===== src/rtl/lock_key_sequencer.sv =====
// -----------------------------------------------------------------------------
// lock_key_sequencer
//
// Purpose:
//   Loads a key into a key-locked FSM core and then runs it. The key arrives
//   as a serial stream of single-bit beats on a valid/ready handshake, LSB
//   first. Its length is checked against KEY_W. A well-formed key is
//   committed to the core in one step. The core is then held in reset for
//   RST_CYC cycles, after which the primary inputs are passed through to it.
//   A malformed key, or a stalled key stream, parks the sequencer in an error
//   state. From the error state a reload request starts a clean new load.
//
// Ports:
//   clk        in   1     clock, all state on posedge
//   rst        in   1     asynchronous reset, active-high
//   key_valid  in   1     key beat valid
//   key_bit    in   1     key beat data
//   key_last   in   1     marks the final key beat
//   key_ready  out  1     sequencer accepts a key beat (LOAD state)
//   reload     in   1     single-cycle request to start a new key load
//   x_in       in   IN_W  primary inputs from the environment
//   x_out      out  IN_W  gated inputs to the core (zero unless core_en)
//   core_key   out  KEY_W committed key to the core
//   core_rst   out  1     reset to the core, active-high
//   core_en    out  1     core running
//   load_done  out  1     key committed and core running
//   load_err   out  1     last load was malformed or timed out
// -----------------------------------------------------------------------------
module lock_key_sequencer #(
   parameter int KEY_W   = 1,
   parameter int IN_W    = 10,
   parameter int RST_CYC = 4,
   parameter int TIMEOUT = 255
) (
   input  logic             clk,
   input  logic             rst,
   input  logic             key_valid,
   input  logic             key_bit,
   input  logic             key_last,
   output logic             key_ready,
   input  logic             reload,
   input  logic [IN_W-1:0]  x_in,
   output logic [IN_W-1:0]  x_out,
   output logic [KEY_W-1:0] core_key,
   output logic             core_rst,
   output logic             core_en,
   output logic             load_done,
   output logic             load_err
);

   // Counter widths are kept at least one bit wide so that the degenerate
   // parameter values (KEY_W=1, RST_CYC=1) still elaborate cleanly.
   localparam int CNT_W = (KEY_W   > 1) ? $clog2(KEY_W)   : 1;
   localparam int RCY_W = (RST_CYC > 1) ? $clog2(RST_CYC) : 1;
   localparam int TMO_W = $clog2(TIMEOUT + 1);

   localparam logic [CNT_W-1:0] LAST_IDX = CNT_W'(KEY_W - 1);
   localparam logic [RCY_W-1:0] RCY_MAX  = RCY_W'(RST_CYC - 1);
   localparam logic [TMO_W-1:0] TMO_MAX  = TMO_W'(TIMEOUT - 1);

   typedef enum logic [2:0] {
      S_INIT     = 3'd0,
      S_LOAD     = 3'd1,
      S_CORE_RST = 3'd2,
      S_RUN      = 3'd3,
      S_ERR      = 3'd4
   } state_t;

   state_t             state_q,    state_d;
   logic [CNT_W-1:0]   cnt_q,      cnt_d;
   logic [TMO_W-1:0]   tmo_q,      tmo_d;
   logic [RCY_W-1:0]   rcy_q,      rcy_d;
   logic [KEY_W-1:0]   shadow_q,   shadow_d;
   logic [KEY_W-1:0]   core_key_q, core_key_d;

   logic               key_ready_q;
   logic               core_rst_q;
   logic               core_en_q;
   logic               load_done_q;
   logic               load_err_q;

   logic               beat;

   // A beat only counts while the registered ready is high; beats offered in
   // any other state are silently dropped.
   assign beat = key_valid && key_ready_q;

   // --------------------------------------------------------------------------
   // Next-state logic
   // --------------------------------------------------------------------------
   always_comb begin
      state_d    = state_q;
      cnt_d      = cnt_q;
      tmo_d      = tmo_q;
      rcy_d      = rcy_q;
      shadow_d   = shadow_q;
      core_key_d = core_key_q;

      case (state_q)
         S_INIT: begin
            state_d = S_LOAD;
            cnt_d   = '0;
            tmo_d   = '0;
         end

         S_LOAD: begin
            if (reload) begin
               // Restart: stale shadow bits are simply overwritten later.
               cnt_d = '0;
               tmo_d = '0;
            end else if (beat) begin
               for (int i = 0; i < KEY_W; i++) begin
                  if (cnt_q == CNT_W'(i)) begin
                     shadow_d[i] = key_bit;
                  end
               end
               tmo_d = '0;
               if (cnt_q == LAST_IDX) begin
                  if (key_last) begin
                     // Commit includes the bit arriving on this very beat.
                     core_key_d = shadow_d;
                     rcy_d      = '0;
                     state_d    = S_CORE_RST;
                  end else begin
                     state_d = S_ERR;        // key longer than KEY_W
                  end
               end else if (key_last) begin
                  state_d = S_ERR;           // key shorter than KEY_W
               end else begin
                  cnt_d = cnt_q + 1'b1;
               end
            end else if (cnt_q != '0) begin
               // Idle timeout only runs once the first beat has landed.
               if (tmo_q == TMO_MAX) begin
                  state_d = S_ERR;
               end else begin
                  tmo_d = tmo_q + 1'b1;
               end
            end
         end

         S_CORE_RST: begin
            // reload is deliberately not looked at here.
            if (rcy_q == RCY_MAX) begin
               state_d = S_RUN;
            end else begin
               rcy_d = rcy_q + 1'b1;
            end
         end

         S_RUN: begin
            if (reload) begin
               state_d = S_LOAD;
               cnt_d   = '0;
               tmo_d   = '0;
            end
         end

         S_ERR: begin
            if (reload) begin
               state_d = S_LOAD;
               cnt_d   = '0;
               tmo_d   = '0;
            end
         end

         default: begin
            state_d = S_INIT;
         end
      endcase
   end

   // --------------------------------------------------------------------------
   // State and registered outputs
   // --------------------------------------------------------------------------
   // Outputs are registered from the next state so that they line up with
   // the state register exactly and never see the key inputs combinationally.
   always_ff @(posedge clk or posedge rst) begin
      if (rst) begin
         state_q     <= S_INIT;
         cnt_q       <= '0;
         tmo_q       <= '0;
         rcy_q       <= '0;
         shadow_q    <= '0;
         core_key_q  <= '0;
         key_ready_q <= 1'b0;
         core_rst_q  <= 1'b1;
         core_en_q   <= 1'b0;
         load_done_q <= 1'b0;
         load_err_q  <= 1'b0;
      end else begin
         state_q     <= state_d;
         cnt_q       <= cnt_d;
         tmo_q       <= tmo_d;
         rcy_q       <= rcy_d;
         shadow_q    <= shadow_d;
         core_key_q  <= core_key_d;
         key_ready_q <= (state_d == S_LOAD);
         core_rst_q  <= (state_d != S_RUN);
         core_en_q   <= (state_d == S_RUN);
         load_done_q <= (state_d == S_RUN);
         load_err_q  <= (state_d == S_ERR);
      end
   end

   assign key_ready = key_ready_q;
   assign core_key  = core_key_q;
   assign core_rst  = core_rst_q;
   assign core_en   = core_en_q;
   assign load_done = load_done_q;
   assign load_err  = load_err_q;

   // Primary inputs reach the core only while it is running.
   assign x_out = core_en_q ? x_in : '0;

endmodule


===== config.mk =====
export PLATFORM = sky130hd
export DESIGN_NAME = lock_key_sequencer
export DESIGN_NICKNAME = d
export VERILOG_FILES = /design/src/rtl/lock_key_sequencer.sv
export SDC_FILE = /design/constraint.sdc
export NUM_CORES = 1
export LEC_CHECK = 0
export BUFFER_PORTS_ARGS = -buffer_cell sky130_fd_sc_hd__buf_2
export CAP_MARGIN = 20
export CORE_MARGIN = 1.5
export CORE_UTILIZATION = 51
export CTS_CLUSTER_SIZE = 12
export DETAILED_ROUTE_END_ITERATION = 10
export PLACE_DENSITY = 0.78
export SKIP_CTS_REPAIR_TIMING = 1
export SLEW_MARGIN = 5
export SYNTH_ARGS = -nofsm -noshare
export SYNTH_HDL_FRONTEND = slang
export SYNTH_SLANG_ARGS = --single-unit

===== constraint.sdc =====
create_clock -name clk -period 2.05 [get_ports clk]
set_input_delay 0.1025 -clock clk [delete_from_list [all_inputs] [get_ports clk]]
set_output_delay 0.1025 -clock clk [all_outputs]
set_load 0.005 [all_outputs]

==> flow_results.org <==
** Timing
- # setup viols final :: 0
- RSZ-0062 raised after global routing :: false
- Transition time at the pin with the least slew margin :: 0.701 ns
- For the final database, setup skew stands at 0.00199 ns.
- The smallest clock period supported by the final layout is computed as 1.65 ns.
- Adding up every negative setup slack in the final design gives 0 ns.
- Timing would allow up to 607 MHz.
- The count of endpoints failing hold in the final timing report was 0.
- After layout, the worst path uses 80.4% of the clock period.
- Headroom to the max-slew limit :: 53.2%
- Final count of pins violating max slew :: 0

** CTS
- Clock root buffer :: clkbuf_4
- H-tree depth reported by CTS :: 1
- Clock-pin slew on the worst setup and hold paths :: 0.10 ns
- TritonCTS clock tree :: yes
- Sink Count :: 19
- Counting along the longest clock path gives a buffer depth of 2.
- Clock Latency Late Sink :: 0.30 ns
- Cts bufs inserted :: 3

** Routing
- Detail-routed net length per standard cell :: 13.0 µm
- Routed via count :: 1031
- For this run, design rule violations remaining after detail routing come to 0.
- WL final :: 2310 µm
- The count of nets left with antenna violations once routing finished came out at 0.
- In the routed layout, each cell is associated on average with a via count of 5.82.
- The first detailed-routing pass ran for 4 iterations.
- In this run, the number of DRC markers left after iteration 0 of detailed routing was 18.

** Die
- The floorplan step set the die height to 50.4 µm.
- In this run the core area contains 16 standard-cell rows.
- Starting utilization of the core area :: 56.2%
- Pin placement for this block handled 32 I/O pins.
- The die covers 2540 µm².
- Placeable core area :: 2040 µm²
- X dimension of the die :: 50.4 µm

** Yosys
- Yosys warnings :: 0
- Flops & latches, synth :: 19
- Mapped Cells :: 118
- Async S/R FF share, synth :: 100%
- By area the synthesized netlist is led by dfrtp_1, and2_1, o21ai_0, ha_1, dfstp_2.
- Syn nets :: 137
- Number of enable flip-flop cells after synthesis :: 0
- Primary FF master, synth :: dfrtp_1
- A synthesized cell averages 9.72 µm².
- Total standard cell area after synthesis :: 1150 µm²
- Fraction of the yosys area taken by sequential cells :: 41.5%
- Unique cell type count in the Yosys netlist :: 49
- Yosys top cell area share :: 39.3%
- Cell taking the most area after synthesis :: dfrtp_1

** Critical path
- For the worst setup path, the data arrival time is 1.88 ns.
- For this run, the slowest stage of the critical path takes 0.55 ns.
- On the critical path the largest part of the delay comes from simple AND/OR/NAND/NOR gates.
- Critical-path cell list :: or4b_4, nor2_4, a41oi_1, a31oi_1
- The critical path in this run is classified as flip-flop to flip-flop.
- Kind of start point of the critical path :: flip-flop
- Required arrival time at the worst endpoint :: 2.28 ns
- The critical path contains buffers and inverters numbering 0 combined.
- The slowest stage of the critical path belongs to the cell dfrtp_1.
- STA classifies the critical path endpoint as a flip-flop.
- Largest fanout on the critical path :: 12

** Power
- Dividing total power by cell area gives a power density of 862 nW/µm².
- After layout, the design draws a total of 1.15 mW.
- Max rail drop VDD :: 730 µV
- In this run, flip-flops and latches consume 46.3% of the power.
- For this design the total switching power over the nets is 0.415 mW.
- Net switching fraction of the power :: 36.0%
- Leak Pwr :: 0.653 nW
- The internal portion of the total power is 0.738 mW.
- Part of the power in combinational logic :: 37.0%
- Share of total power in the clock network :: 16.6%

** Final layout
- Ant diodes :: 0
- In the layout the commonest cells are buf_2, dfrtp_1, and2_1, o21ai_0, inv_1.
- Layout filler cell count :: 167
- Sequential cell area in the final layout :: 477 µm²
- Once layout is done, the placed cells without fillers occupy 1340 µm².
- Area growth from synthesis to final layout :: 16.6%
- Share of cells above drive strength 1 :: 30.7%
- Utilization after layout :: 65.5%
- Leaving out fill and tap cells, the most frequent cell in the layout is buf_2.
- Final nets :: 170
- Summing all multi-input logic gate instances after layout gives 609 µm².

** Placed design
- The congestion estimate from routability-driven global placement came to 0.889.
- Post-DP HPWL :: 1790 µm
- During placement, the flow inserted port buffers numbering 31.
- Total placed instance area :: 1300 µm²

** GRT
- Combined global-route utilization of all metal layers :: 20.1%
- The first global-routing pass estimated 3910 µm of wire.
- GRT overflow :: 0
- The number of antenna violations at the first check in global routing is 0.
- Entering global routing, the biggest net connects 20 pins.
- The number of global-route vias before repair is 946.

** Outcome
- The flow ran to the end, and the final reports show no timing, DRC or antenna violations.

** Run
- Max-cap violations in this run came to 0.

** Worst hold path
- Tightest Hold Check Type :: primary input to flip-flop
==> cells by family after synthesis <==
logic type               after synthesis  share of synthesized area (%)
flip-flops                            19                           41.5
adder cells (fa/ha/maj)                3                           3.27
buffers and inverters                 11                           5.34
AO/OA/AOI/OAI                         35                           21.0
AND/OR/NAND/NOR                       47                           26.1
multiplexers                           3                           2.73
==> registers in the layout, indices dropped and copies added, names as in the netlist <==
signal	count
cnt_q	1
core_key	1
core_rst	1
key_ready	1
load_done	1
load_err	1
rcy_q	2
state_q	3
tmo_q	8
==> cell type report <==
type	instances	share of cell area, %
Clock buffer	4	1.96
Tap cell	27	2.53
Inverter	7	1.96
Sequential cell	19	35.6
Timing Repair Buffer	32	12.3
Multi-Input combinational cell	88	45.6
==> final timing paths <==
check,endpoint,cells past startpoint,slack [ns],start
min in group asynchronous,tmo_q[2]$_DFFE_PP0P_,3,0.44,rst
worst max-delay path,tmo_q[4]$_DFFE_PP0P_,4,0.40,state_q[0]$_DFF_PP0_
max in group asynchronous,tmo_q[3]$_DFFE_PP0P_,3,1.16,rst
worst min register to register,tmo_q[7]$_DFFE_PP0P_,1,0.52,tmo_q[7]$_DFFE_PP0P_
worst max register to register,tmo_q[4]$_DFFE_PP0P_,4,0.40,state_q[0]$_DFF_PP0_
worst min-delay path,core_key$_DFFE_PP0P_,2,0.03,key_bit
==> routing by layer <==
layer | up-vias | track usage (%) | share of wire (%)
met1 | 489 | 25.0 | 45
li1 | 497 | - | -
met5 | - | 0 | 0
met4 | 0 | 8.11 | 1.8
met3 | 5 | 2.38 | 6.4
met2 | 40 | 35.3 | 47
==> per-stage QoR <==
step / hold WS, ns / instances / worst slack [ns]
3_3_place_gp: 0.251 / 172 / 0.487
6_report: 0.0308 / 177 / 0.402
3_5_place_dp: 0.253 / 172 / 0.440
2_1_floorplan: 0.0529 / 118 / 0.600
5_1_grt: 0.0325 / 177 / 0.276
4_1_cts: -0.0819 / 176 / 0.414
==> synth_stat cells, types with 3 or more instances <==
cell type,count
inv_1,7
o21ai_0,8
dfrtp_1,18
nor3_1,3
and2_1,12
ha_1,3
a21oi_1,5
nor2_1,5
a31oi_1,3
nand2_1,4
nand3_1,5
==> power by group through the flow <==
stage                     clock (mW)  sequential (mW)  combinational (mW)
after floorplan                    0            0.508               0.328
after global placement             0            0.533               0.415
after detailed placement           0            0.542               0.426
after CTS                      0.196            0.534               0.428
after global routing           0.205            0.549               0.486
final                          0.192            0.534               0.427
Note: power is estimated with default switching activity, not from simulation.
